<file path="config.mk">
export PLATFORM = sky130hd
export DESIGN_NAME = multi_alarm_disp_drvr
export DESIGN_NICKNAME = d
export VERILOG_FILES = /design/src/rtl/alarm_pkg.sv /design/src/rtl/snooze_timer.sv /design/src/rtl/multi_alarm_disp_drvr.sv
export SDC_FILE = /design/constraint.sdc
export NUM_CORES = 1
export LEC_CHECK = 0
export ABC_AREA = 1
export BUFFER_PORTS_ARGS = -buffer_cell sky130_fd_sc_hd__buf_4
export CAP_MARGIN = 25
export CORE_MARGIN = 1.5
export CORE_UTILIZATION = 30
export DETAILED_ROUTE_END_ITERATION = 8
export PLACE_DENSITY = 0.54
export SETUP_SLACK_MARGIN = 0.05
export SLEW_MARGIN = 25
export SYNTH_ARGS = -nofsm -noshare
export SYNTH_HDL_FRONTEND = slang
export SYNTH_SLANG_ARGS = --single-unit
</file>
<file path="constraint.sdc">
create_clock -name clk -period 1.7 [get_ports clk]
set_input_delay 0.17 -clock clk [delete_from_list [all_inputs] [get_ports clk]]
set_output_delay 0.17 -clock clk [all_outputs]
set_load 0.05 [all_outputs]
</file>
<file path="src/rtl/alarm_pkg.sv">
// Shared FSM encodings and channel-slice helper for the alarm display driver.
package alarm_pkg;

  localparam int STATE_W = 3;
  localparam int MAX_TW  = 32;
  localparam int MAX_CH  = 8;
  localparam int MAX_BUS = MAX_TW * MAX_CH;

  typedef enum logic [STATE_W-1:0] {
    IDLE    = 3'd0,
    RINGING = 3'd1,
    SNOOZE  = 3'd2,
    LOCKOUT = 3'd3
  } state_t;

  function automatic logic [MAX_TW-1:0] chan_slice(
    input logic [MAX_BUS-1:0] bus,
    input int unsigned        idx,
    input int unsigned        w
  );
    logic [MAX_BUS-1:0] sh;
    sh = bus >> (idx * w);
    return sh[MAX_TW-1:0];
  endfunction

endpackage

</file>
<file path="src/rtl/snooze_timer.sv">
// Minute-tick down counter for snooze; expire flags the tick that reaches zero.
module snooze_timer #(
  parameter int SNOOZE_W = 8
) (
  input  logic                clk,
  input  logic                reset,
  input  logic                load,
  input  logic [SNOOZE_W-1:0] load_val,
  input  logic                tick,
  input  logic                clear,
  output logic [SNOOZE_W-1:0] count,
  output logic                expire
);

  assign expire = tick && (count == SNOOZE_W'(1));

  always_ff @(posedge clk) begin
    if (reset || clear) begin
      count <= '0;
    end else if (load) begin
      count <= load_val;
    end else if (tick && count != '0) begin
      count <= count - 1'b1;
    end
  end

endmodule

</file>
<file path="src/rtl/multi_alarm_disp_drvr.sv">
// Multi-channel alarm FSM with snooze and post-stop lockout, plus display mux.
module multi_alarm_disp_drvr
  import alarm_pkg::*;
#(
  parameter int NUM_ALARMS   = 2,
  parameter int TIME_W       = 16,
  parameter int SNOOZE_TICKS = 9,
  parameter int SNOOZE_W     = 8,
  parameter int MAX_SNOOZES  = 3,
  parameter int IDX_W        = (NUM_ALARMS > 1) ? $clog2(NUM_ALARMS) : 1
) (
  input  logic                         clk,
  input  logic                         reset,
  input  logic                         minute_tick,
  input  logic [TIME_W-1:0]            current_time,
  input  logic [NUM_ALARMS*TIME_W-1:0] alarm_time,
  input  logic [NUM_ALARMS-1:0]        alarm_en,
  input  logic                         show_alarm,
  input  logic [IDX_W-1:0]             show_sel,
  input  logic                         do_snooze,
  input  logic                         stop_alarm,
  output logic [TIME_W-1:0]            display,
  output logic                         sound_alarm,
  output logic [IDX_W-1:0]             active_alarm,
  output logic [SNOOZE_W-1:0]          snooze_count,
  output logic [2:0]                   state_out
);

  localparam int USED_W =
    (MAX_SNOOZES < 2) ? 1 : $clog2(MAX_SNOOZES + 1);

  state_t               state_q, state_d;
  logic [IDX_W-1:0]     active_d;
  logic [USED_W-1:0]    used_q, used_d;
  logic                 snz_q;
  logic                 snz_edge;
  logic [MAX_BUS-1:0]   bus_w;
  logic [NUM_ALARMS-1:0] match;
  logic                 any_match;
  logic [IDX_W-1:0]     first_idx;
  logic [TIME_W-1:0]    act_time;
  logic                 act_en;
  logic [IDX_W-1:0]     sel_idx;
  logic [TIME_W-1:0]    sel_time;
  logic                 t_load;
  logic                 t_clear;
  logic                 t_expire;
  logic [MAX_TW-1:0]    tmp_a;
  logic [MAX_TW-1:0]    tmp_s;

  assign snz_edge = do_snooze && !snz_q;

  always_comb begin
    bus_w = '0;
    bus_w[NUM_ALARMS*TIME_W-1:0] = alarm_time;
  end

  always_comb begin
    match     = '0;
    any_match = 1'b0;
    first_idx = '0;
    for (int i = 0; i < NUM_ALARMS; i++) begin
      tmp_s    = chan_slice(bus_w, i, TIME_W);
      match[i] = alarm_en[i] && (current_time == tmp_s[TIME_W-1:0]);
    end
    // Walk downward so the lowest matching channel is left in first_idx.
    for (int i = NUM_ALARMS - 1; i >= 0; i--) begin
      if (match[i]) begin
        first_idx = IDX_W'(i);
        any_match = 1'b1;
      end
    end
  end

  always_comb begin
    tmp_a    = chan_slice(bus_w, 32'(active_alarm), TIME_W);
    act_time = tmp_a[TIME_W-1:0];
    act_en   = alarm_en[active_alarm];
    sel_idx  = (32'(show_sel) < NUM_ALARMS) ? show_sel : '0;
  end

  logic [MAX_TW-1:0] tmp_d;
  always_comb begin
    tmp_d    = chan_slice(bus_w, 32'(sel_idx), TIME_W);
    sel_time = tmp_d[TIME_W-1:0];
  end

  always_comb begin
    state_d  = state_q;
    active_d = active_alarm;
    used_d   = used_q;
    t_load   = 1'b0;
    t_clear  = 1'b0;
    unique case (state_q)
      IDLE: begin
        if (any_match) begin
          state_d  = RINGING;
          active_d = first_idx;
          used_d   = '0;
        end
      end
      RINGING: begin
        if (!act_en) begin
          state_d = IDLE;
          t_clear = 1'b1;
        end else if (stop_alarm) begin
          state_d = LOCKOUT;
        end else if (snz_edge && (int'(used_q) < MAX_SNOOZES)) begin
          state_d = SNOOZE;
          t_load  = 1'b1;
          used_d  = used_q + 1'b1;
        end
      end
      SNOOZE: begin
        if (!act_en) begin
          state_d = IDLE;
          t_clear = 1'b1;
        end else if (stop_alarm) begin
          state_d = LOCKOUT;
          t_clear = 1'b1;
        end else if (t_expire) begin
          state_d = RINGING;
        end
      end
      LOCKOUT: begin
        if (!act_en || current_time != act_time) begin
          state_d = IDLE;
        end
      end
      default: begin
        state_d = IDLE;
        t_clear = 1'b1;
      end
    endcase
  end

  always_ff @(posedge clk) begin
    if (reset) begin
      state_q      <= IDLE;
      active_alarm <= '0;
      used_q       <= '0;
      snz_q        <= 1'b0;
      sound_alarm  <= 1'b0;
      display      <= '0;
    end else begin
      state_q      <= state_d;
      active_alarm <= active_d;
      used_q       <= used_d;
      snz_q        <= do_snooze;
      sound_alarm  <= (state_d == RINGING);
      display      <= show_alarm ? sel_time : current_time;
    end
  end

  assign state_out = state_q;

  snooze_timer #(
    .SNOOZE_W (SNOOZE_W)
  ) u_timer (
    .clk      (clk),
    .reset    (reset),
    .load     (t_load),
    .load_val (SNOOZE_W'(SNOOZE_TICKS)),
    .tick     (minute_tick),
    .clear    (t_clear),
    .count    (snooze_count),
    .expire   (t_expire)
  );

endmodule
</file>
==> metrics.md <==
| Metric | Value |
|---|---|
| Cell area after synthesis | approximately 0.0026 mm^2 |
| Fin area | 0.00349 mm^2 |
| Final RePlAce weighted congestion | 0.829 |
| Placed cell count | around 650 |
| CP delay by family, top | compound AO/OA/AOI/OAI gates |
| Core Area | a little over 0.008 mm^2 |
| CP endpoint kind | flop |
| Syn avg cell area | between 5 and 6 um^2 |
| Htree depth | 2 |
| Yosys cell types | 30 |
| Top post-synthesis cells by area | dfxtp_1, nand2_1, inv_1 |
| CTS root buffer | clkbuf_8 |
| Syn. warnings | 0 |
| Ports | 86 |
| Routed Wire Length | between 7 and 8 mm |
| Leak Pwr | 2.00 nW |
| CP cell instances | inv_8 -> nand2_1 -> a21oi_1 -> inv_1 -> a21oi_1 -> o21ai_2 -> nor2_4 -> buf_4 -> nand2_1 -> inv_1 |
| Filler Cell Count | 922 |
| First-pass GRT wire length | ~12 mm |
| Sum Neg Setup Slack | 0 ns |
| Setup Slack @ Placement | around 0.15 ns |
| Min setup slack post-route | roughly 0.19 ns |
| MaxCap Viol Count | 0 |
| CTS max path bufs | 2 |
| Site row count | 33 |
| RSZ-0062 raised after global routing | yes |
| Drt via density | roughly 4.5 |
| Vias | between 2000 and 3000 |
| Sequential share of power | 0.321 |
| Die H | 95.9 um |
| Startpoint types | flop |
| Commonest cells post-synth | nand2_1, inv_1, nor2_1 |
| GRT Residual Overflow | 0 |
| Worst hold stages | 2 |
| Cts hold-fix bufs | 0 |
| Combinational group share of total power | 0.389 |
| CP Class | flop to flop |
| Largest net degree at the start of global routing | 33 |
| Routed len/inst | approximately 12 um |
| Final min period | about 1.5 ns |
| Tcrit/Tclk final | 0.889 |
| Status | finished, final reports clean |
| Final hold violation count | 0 |
| Worst min-delay path category | input pin to flop |
| Cell internal pwr | between 1.5 and 2 mW |
| Vias in the first global route | around 2700 |
| Worst endpoint data arrival time | between 1.5 and 2 ns |
| Area growth syn-to-layout | 34.7% |
| EDFF count, synth | 0 |
| Crit path buffers/inverters | 4 |
| Sequential area share after synthesis | 0.247 |
| Starting Density | 0.312 |
| Remaining DRCs | 0 |
| Die ar. | a little over 0.009 mm^2 |
| Max VDD drop | 0.299 mV |
| Initial antenna violation count | 0 |
| Sinks on Clock Net | 32 |
| Async set-reset flop share out of synthesis | 0 |
| CP max stage delay | approximately 0.39 ns |
| Count leader, synth | nand2_1 |
| Dpl cell area | 0.00334 mm^2 |
| CTS Buf Count | 5 |
| Synth Flop Type | dfxtp_1 |
| Proportion of layout cells with a drive suffix above 1 | 0.223 |
| Port Buf Inserts | 85 |
| Worst-Skew Late Latency | between 0.2 and 0.3 ns |
| CTS tree | built |
| Overall global routing resource usage | 0.174 |
| Critical path required time | between 1.5 and 2 ns |
| Syn Inst Count | between 400 and 500 |
| Area leader, netlist | dfxtp_1 |
| Slowest CP cell | dfxtp_4 |
| HPWL Detailed | 6.13 mm |
| Mapped Nets | 524 |
| NetSw | just over 1 mW |
| Switching Share | 0.383 |
| Path depth of the worst reg2reg path | 10 |
| FMAX | 662 MHz |
| Synth top area share | 0.247 |
| Clk pwr share | 0.291 |
| Drt pass-1 iters | 5 |
| CP max FO | 11 |
| Skew final | 0.00877 ns |
| Slew Limit Fails | 0 |
| Final Setup Violations | 0 |
| ANT cells | 0 |
| Final nets | 611 |
| Chip width | 95.9 um |
| Register bit total from synthesis | 32 |
| Filler-free cell count of the finished design | 656 |
| Final Util | 0.420 |
| WP depth | 10 |
| Violation count after the first detailed-routing iteration | ~150 |
| Pwr per Cell Area | around 750 mW/mm^2 |
| Antenna Nets Post-Route | 0 |
| Clock transition at the registers of the reported paths | 0.07 ns |
-- worst paths after layout --
path / startpoint / endpoint / slack [ns]
worst max register to register: active_alarm / u_timer.count[6] / 0.19
worst min-delay path: reset / snz_q / 0.05
worst min register to register: used_q[1] / used_q[1] / 0.50
worst max-delay path: active_alarm / u_timer.count[6] / 0.19
-- power by group through the flow --
stage | clock network [mW] | registers (mW) | logic, mW
4_1_cts | 0.801 | 0.844 | 1.02
3_3_place_gp | 0 | 0.860 | 1.01
5_1_grt | 0.819 | 0.849 | 1.14
2_1_floorplan | 0 | 1.04 | 0.498
6_report | 0.762 | 0.842 | 1.02
3_5_place_dp | 0 | 0.862 | 1.01
-- cell usage in the layout, fill, tap and decap left out, types with 5 or more instances in the layout --
master / netlist / layout
nand3_1: 27 / 27
a21oi_1: 23 / 23
nor2_1: 54 / 53
buf_4: 1 / 90
inv_1: 79 / 78
nand2_1: 150 / 149
nand2_2: 6 / 7
o211ai_1: 10 / 10
dfxtp_1: 32 / 29
clkbuf_8: 0 / 5
o21ai_0: 33 / 33
xor2_1: 6 / 6
-- final cells by class --
type | instances | area [um^2] | area share
sequential | 32 | 647 | 0.186
multi-input combinational | 339 | 1600 | 0.459
tap | 105 | 131 | 0.0377
timing repair buffer | 91 | 687 | 0.197
clock buffer | 5 | 68.8 | 0.0197
clock inverter | 3 | 42.5 | 0.0122
inverter | 81 | 312 | 0.0893
-- routing by layer --
layer | wire length (um) | GRT usage | part of all wire | vias up
met5 | 0 | 0 | 0 | -
met4 | 75 | 0.0539 | 0.0099 | 0
met3 | 404 | 0.0324 | 0.053 | 7
met2 | 3630 | 0.295 | 0.48 | 85
met1 | 3500 | 0.221 | 0.46 | 1268
li1 | - | - | - | 1604
-- registers in the layout, indices dropped and copies added, names as in the netlist --
signal,cells
active_alarm,1
display,16
snz_q,1
sound_alarm,1
state_out,3
u_timer.count,8
used_q,2
-- stage by stage --
stage | hold WS, ns | power [mW]
after floorplan | 0.242 | 1.54
after global placement | 0.349 | 1.87
after detailed placement | 0.357 | 1.87
after CTS | 0.0427 | 2.66
after global routing | 0.0545 | 2.81
final | 0.0520 | 2.62
-- kinds of logic after synthesis --
group / synth area share
and+or+nand+nor: 0.406
buffers and inverters: 0.142
AOI/OAI and AO/OA: 0.150
DFF: 0.247
xor gates and xnor gates: 0.0338
adders and majority gates: 0.0193
other: 0.00145
-- repair_timing --
item,in CTS,in global routing
resized for setup,0,10
setup buffers,0,1
endpoints found under the setup margin,0,9
No activity file was read; power rests on OpenSTA's default activity.
